**src/rtl/sorter_pkg.sv**
```systemverilog
// -----------------------------------------------------------------------------
// sorter_pkg
//   Shared definitions for the median-filter sorting datapath.
//   - SORT_WIDTH      : default sample width (unsigned)
//   - sample_t        : one sample of SORT_WIDTH bits
//   - SORTER3_LATENCY : clocks from input sample to sorter3 output
//                       (1, or 2 when SORTER3_PIPE_EN is defined)
// Configuration macro: SORTER3_PIPE_EN
// -----------------------------------------------------------------------------
package sorter_pkg;

   localparam int unsigned SORT_WIDTH = 8;

   typedef logic [SORT_WIDTH-1:0] sample_t;

`ifdef SORTER3_PIPE_EN
   localparam int unsigned SORTER3_LATENCY = 2;
`else
   localparam int unsigned SORTER3_LATENCY = 1;
`endif

endpackage : sorter_pkg

```
**src/rtl/sorter_cas.sv**
```systemverilog
// -----------------------------------------------------------------------------
// sorter_cas
//   Combinational unsigned compare-exchange element.
//   Ports:
//     a, b  in   WIDTH  operands
//     lo    out  WIDTH  smaller operand (a on a tie)
//     hi    out  WIDTH  larger operand  (b on a tie)
// -----------------------------------------------------------------------------
module sorter_cas
   import sorter_pkg::*;
#(
   parameter int unsigned WIDTH = SORT_WIDTH
) (
   input  logic [WIDTH-1:0] a,
   input  logic [WIDTH-1:0] b,
   output logic [WIDTH-1:0] lo,
   output logic [WIDTH-1:0] hi
);

   always_comb begin
      lo = a;
      hi = b;
      // strict compare keeps a in lo on a tie
      if (a > b) begin
         lo = b;
         hi = a;
      end
   end

endmodule : sorter_cas

```
**src/rtl/sorter3.sv**
```systemverilog
// -----------------------------------------------------------------------------
// sorter3
//   Three-input unsigned sorter: min / median / max of one triple per clock,
//   presented on registered outputs.
//   Network: CAS(A,B) -> CAS(hi,C) -> CAS(lo,mid).
//   Ports:
//     iClk        in   1      clock, rising edge
//     iRst        in   1      synchronous active-high reset
//     iNumA/B/C   in   WIDTH  samples
//     oNumMin     out  WIDTH  smallest
//     oNumMedian  out  WIDTH  middle
//     oNumMax     out  WIDTH  largest
//   Configuration macro: SORTER3_PIPE_EN
//     defined   : register stage after CAS(A,B), latency 2
//     undefined : single output register, latency 1
// -----------------------------------------------------------------------------
module sorter3
   import sorter_pkg::*;
#(
   parameter int unsigned WIDTH = SORT_WIDTH
) (
   input  logic             iClk,
   input  logic             iRst,
   input  logic [WIDTH-1:0] iNumA,
   input  logic [WIDTH-1:0] iNumB,
   input  logic [WIDTH-1:0] iNumC,
   output logic [WIDTH-1:0] oNumMin,
   output logic [WIDTH-1:0] oNumMedian,
   output logic [WIDTH-1:0] oNumMax
);

   logic [WIDTH-1:0] abLo;
   logic [WIDTH-1:0] abHi;
   logic [WIDTH-1:0] stLo;
   logic [WIDTH-1:0] stHi;
   logic [WIDTH-1:0] stC;
   logic [WIDTH-1:0] midLo;
   logic [WIDTH-1:0] maxHi;
   logic [WIDTH-1:0] minLo;
   logic [WIDTH-1:0] medHi;

   sorter_cas #(.WIDTH(WIDTH)) casAb (
      .a  (iNumA),
      .b  (iNumB),
      .lo (abLo),
      .hi (abHi)
   );

`ifdef SORTER3_PIPE_EN
   // C travels with the first-stage pair so the triple stays aligned
   always_ff @(posedge iClk) begin
      if (iRst) begin
         stLo <= '0;
         stHi <= '0;
         stC  <= '0;
      end else begin
         stLo <= abLo;
         stHi <= abHi;
         stC  <= iNumC;
      end
   end
`else
   always_comb begin
      stLo = abLo;
      stHi = abHi;
      stC  = iNumC;
   end
`endif

   sorter_cas #(.WIDTH(WIDTH)) casHiC (
      .a  (stHi),
      .b  (stC),
      .lo (midLo),
      .hi (maxHi)
   );

   sorter_cas #(.WIDTH(WIDTH)) casLoMid (
      .a  (stLo),
      .b  (midLo),
      .lo (minLo),
      .hi (medHi)
   );

   always_ff @(posedge iClk) begin
      if (iRst) begin
         oNumMin    <= '0;
         oNumMedian <= '0;
         oNumMax    <= '0;
      end else begin
         oNumMin    <= minLo;
         oNumMedian <= medHi;
         oNumMax    <= maxHi;
      end
   end

endmodule : sorter3

```
**config.mk**
```make
export PLATFORM = sky130hd
export DESIGN_NAME = sorter3
export DESIGN_NICKNAME = d
export VERILOG_FILES = /design/src/rtl/sorter_pkg.sv /design/src/rtl/sorter_cas.sv /design/src/rtl/sorter3.sv
export SDC_FILE = /design/constraint.sdc
export NUM_CORES = 1
export LEC_CHECK = 0
export BUFFER_PORTS_ARGS = -buffer_cell sky130_fd_sc_hd__buf_2
export CORE_MARGIN = 10
export CORE_UTILIZATION = 50
export CTS_BUF_LIST = sky130_fd_sc_hd__clkbuf_8
export CTS_CLUSTER_SIZE = 16
export DETAILED_ROUTE_END_ITERATION = 12
export PLACE_DENSITY = 0.76
export SYNTH_ARGS = -nofsm -noshare
export SYNTH_HDL_FRONTEND = slang
export SYNTH_SLANG_ARGS = --single-unit
```
**constraint.sdc**
```tcl
create_clock -name iClk -period 7.3 [get_ports iClk]
set_input_delay 1.825 -clock iClk [delete_from_list [all_inputs] [get_ports iClk]]
set_output_delay 1.825 -clock iClk [all_outputs]
set_load 0.1 [all_outputs]
```
Word-level counts from Yosys, hierarchy flattened
Index checks and enable logic that the tools add are counted.
Widths: inputs -> output; s select.
Word-level totals
  register bits after elaboration: 24
  output and inout bits: 24
Operators by class
  order comparisons: 3
  multiplexer cells: 6
Operator list (count)
  $mux 8: 6
  $gt 8x8->1: 3

Logic depth before layout (Yosys ltp)
  depth in word-level cells: 6
  depth in mapped cells: 25

Hierarchy
From an unflattened synthesis, not the netlist that was laid out.
Unflattened totals
  cells, all modules: 182
  area, all modules: 2124.5 µm²
Modules (own cells, without submodules)
  sorter_cas (casHiC ...): instances 2, cells an instance 44, area an instance 476.7 µm², seq. area each 0.0 µm²
  sorter3: instances 1, cells an instance 50, area an instance 693.2 µm², seq. area each 480.5 µm²
  sorter_cas (casAb): instances 1, cells an instance 44, area an instance 478.0 µm², seq. area each 0.0 µm²

Worst setup path after synthesis
OpenSTA, ideal clock, no wires.
  path type: input -> register
  start point: input iNumB[7]
  end point: register oNumMedian[0]
  setup time: 0.070 ns
  arrival time: 5.785 ns
  slack: 1.445 ns
  cell stages on the path: 25
  buffers on the path: 4
  path through: inv_1 -> ha_1 -> nand2_1 -> or3_1 -> nand2_2 -> buf_4 -> a21bo_2 -> nand2_1 -> ha_1 -> and2_1 -> o21ai_0 -> nor4bb_1 -> buf_4 -> or2_4 -> buf_12 -> a31oi_4 -> inv_1 -> ha_1 -> nor2b_1 -> o211ai_1 -> a21oi_1 -> o22ai_1 -> nor2b_1 -> buf_1 -> o2bb2ai_1
Between the ends
  word-level cells in the longest chain between the ends: 6
  elaborated cells between the ends (all ways): 7
RTL lines
  start, declared: line sorter3.sv:25  | input logic [WIDTH-1:0] iNumB,
  $gt 8x8->1: line sorter_cas.sv:24  | if (a > b) begin
  $mux 8: line sorter_cas.sv:24
  $gt 8x8->1: line sorter_cas.sv:24
  $mux 8: line sorter_cas.sv:24
  $gt 8x8->1: line sorter_cas.sv:24
  $mux 8 (*): line sorter_cas.sv:24
  end signal, assigned: line sorter3.sv:91  | oNumMedian <= medHi;
  end, declared: line sorter3.sv:28  | output logic [WIDTH-1:0] oNumMedian,
Mark *: on every way between the ends. The rest lies on a longest branch, timed or not.
A chain may end at the register's enable or synchronous reset.

Worst setup path after layout
  start point: input iNumB[1]
  end point: register oNumMedian[2]
The elaborated chain is that of the path after synthesis.

==> results.sh <==
export IMPL_cap_viol_max_count=0
export IMPL_critical_path_max_stage_delay_ns=0.57
export IMPL_cts_max_level=1
export IMPL_hold_buffers=0
export IMPL_grt_pass1_vias=1685
export IMPL_holdPathEnd="oNumMax[0]"
export IMPL_ctsResizeCount=0
export IMPL_initial_utilization_pct=52.10
export IMPL_ys_types=39
export IMPL_area_delta_synth_final_pct=14.26
export IMPL_numCtsBuffers=3
export IMPL_ir_worst_vdd_mv=0.1205
export IMPL_fillers=339
export IMPL_end_kind="flip-flop"
export IMPL_grt_usage_pct=14.01
export IMPL_yosys_area_top_type_share_pct=25.00
export IMPL_synthTopCellsByCount="a21oi_1 (29), inv_1 (29), dfxtp_1 (24), ha_1 (24), o2bb2ai_1 (16)"
export IMPL_min_from="iRst"
export IMPL_timing_critical_path_buf_inv=3
export IMPL_die_h_um=82.00
export IMPL_drcViolationCount=0
export IMPL_crit_chain="buf_2, inv_1, ha_1, nor2b_1, o211ai_1, a21o_1, a21bo_2, nand2_1, ha_1, a211oi_2, nor2_2, o31ai_4, or2_4, a31oi_4, inv_1, ha_1, nor2b_1, o211ai_1, a21oi_1, o22ai_1, nor2b_1, o2bb2ai_1"
export IMPL_ys_warn_count=0
export IMPL_combPwrFrac_pct=68.8
export IMPL_cts_clk_slew_worst_paths_ns=0.07
export IMPL_timing_fmax_mhz=151.6
export IMPL_firstDrtPassIters=4
export IMPL_p_sw_uw=469.8
export IMPL_drive_gt1_share_pct=28.63
export IMPL_synth_nets=271
export IMPL_syn_cell_area_mm2=0.001922
export IMPL_leakage_nw=1.076
export IMPL_post_cts_buffers=0
export IMPL_fp_dieW_um=82.00
export IMPL_hold_depth=2
export IMPL_ant_nets=0
export IMPL_cp_start_kind="input port"
export IMPL_p_int_uw=323.2
export IMPL_slew_violations=0
export IMPL_crit_type="input port to flip-flop"
export IMPL_seq_power_share_pct=22.1
export IMPL_total_power_uw=793.0
export IMPL_drt_wl_total_mm=4.695
export IMPL_core_rowCount=22
export IMPL_fin_crit_sh_pct=90.33
export IMPL_synth_top_area_cell="dfxtp_1"
export IMPL_syn_inst=221
export IMPL_port_buffers=49
export IMPL_synth_seq_area_share_pct=25.00
export IMPL_ys_seq_elements=24
export IMPL_async_flop_share_pct=0
export IMPL_viasPerCell=5.519
export IMPL_num_io_pins=50
export IMPL_grt_start_max_net_pins=24
export IMPL_share_clk_of_total_power_pct=9.1
export IMPL_status="complete, no violations"
export IMPL_synth_avg_cell_area_um2=8.696
export IMPL_clockBufferDepth=2
export IMPL_setup_tns_ns=0
export IMPL_vias=1711
export IMPL_hpwl_mm=3.950
export IMPL_max_slew_margin_rel_pct=56.02
export IMPL_synth_edf_count=0
export IMPL_cts_root_buf="clkbuf_8"
export IMPL_placed_cells=307
export IMPL_finalSetupViolCount=0
export IMPL_core_mm2=0.003689
export IMPL_synthFlopType="dfxtp_1"
export IMPL_wl_per_cell_um=15.15
export IMPL_finalHoldViolations=0
export IMPL_synth_area_top_cells="dfxtp_1 (25%), ha_1 (16%), a21oi_1 (7.6%)"
export IMPL_tritoncts="built"
export IMPL_layout_nets=314
export IMPL_power_density_mw_per_mm2=361.1
export IMPL_overflow=0
export IMPL_antenna_found_initial=0
export IMPL_cp_slowest_cell="a21o_1"
export IMPL_stdcell_count=310
export IMPL_num_antenna_cells=0
export IMPL_min_path_type="input port to flip-flop"
export IMPL_grt_setup_unrepaired="false"
export IMPL_routabilityCongestion=0.8781
export IMPL_clkSinkCount=24
export IMPL_drt_iter0_drc=106
export IMPL_path_max_fanout=23
export IMPL_cp_top_family="compound AO/OA/AOI/OAI gates"
export IMPL_design_die_area_mm2=0.006723
export IMPL_worstMarginPinSlew_ns=0.6597
export IMPL_p_sw_share_pct=59.25
export IMPL_grt_pass1_wl_mm=7.665
export IMPL_crit_arrival_ns=6.78
export IMPL_finalCriticalPeriod_ns=6.594
export IMPL_cp_required_ns=7.48
[how the worst max path moves through the flow]
stage	startpoint	end	slack (ns)	depth (start not counted)
final	iNumB[1]	oNumMedian[2]	0.71	22
after global placement	iNumB[1]	oNumMedian[1]	0.70	22
after floorplan	iNumB[7]	oNumMedian[0]	1.45	25
after global routing	iNumB[1]	oNumMedian[1]	0.32	22
after CTS	iNumB[1]	oNumMedian[2]	0.81	22
after detailed placement	iNumB[1]	oNumMedian[2]	0.56	22
[state kept, by name (all words and copies together), names as in the netlist]
signal and count:
oNumMin 8, oNumMedian 8, oNumMax 8
[cell families after synthesis]
logic type | Yosys count | share of synthesized area [%]
AOI/OAI and AO/OA | 78 | 33.98
adders and majority gates | 24 | 15.63
buffers and inverters | 41 | 9.830
DFF | 24 | 25.00
muxes | 1 | 0.5209
and+or+nand+nor | 53 | 15.04
[layer usage]
metal / global-route usage, % / share of wire [%] / vias up
li1: - / - / 887
met1: 17.51 / 45 / 780
met2: 24.29 / 49 / 42
met3: 2.838 / 6.2 / 2
met4: 2.721 / 0.36 / 0
met5: 0 / 0 / -
[metrics by stage]
stage	hold WS [ns]	cell area (um^2)	setup WS, ns	util (%)
finish	1.907	2196	0.7056	59.53
global route	1.908	2196	0.3220	59.53
CTS	1.895	2196	0.8089	59.53
detailed placement	2.179	2155	0.5587	58.41
global placement	2.160	2155	0.7011	58.41
floorplan	2.025	1922	1.445	-
[cells in the final DEF (no fill, tap or decap), types with 2 or more instances in the layout]
cell type	n
a211oi_2	2
a21bo_2	7
a21oi_1	29
a31oi_4	6
and2_1	2
and4_1	2
buf_2	49
clkbuf_8	3
dfxtp_1	24
ha_1	24
inv_1	29
nand2_1	12
nand3_1	8
nand4_1	5
nor2_1	3
nor2b_1	4
nor3_1	8
o211ai_1	2
o21a_1	7
o21ai_0	4
o2bb2ai_1	16
[area by class of cell]
type	instances	area, um^2	share of cell area, %
Inverter	29	108.9	4.957
Clock buffer	3	41.29	1.880
Sequential cell	24	480.5	21.88
Timing Repair Buffer	50	252.7	11.51
Tap cell	48	60.06	2.735
Multi-Input combinational cell	156	1252	57.04
[power groups by stage]
| stage | logic [mW] | clock network (mW) | registers (mW) |
|---|---|---|---|
| detailed placement | 0.544 | 0 | 0.179 |
| floorplan | 0.191 | 0 | 0.456 |
| global route | 0.578 | 0.0790 | 0.180 |
| CTS | 0.545 | 0.0751 | 0.176 |
| finish | 0.545 | 0.0725 | 0.175 |
| global placement | 0.538 | 0 | 0.178 |
Power figures use the tool's default switching activity.
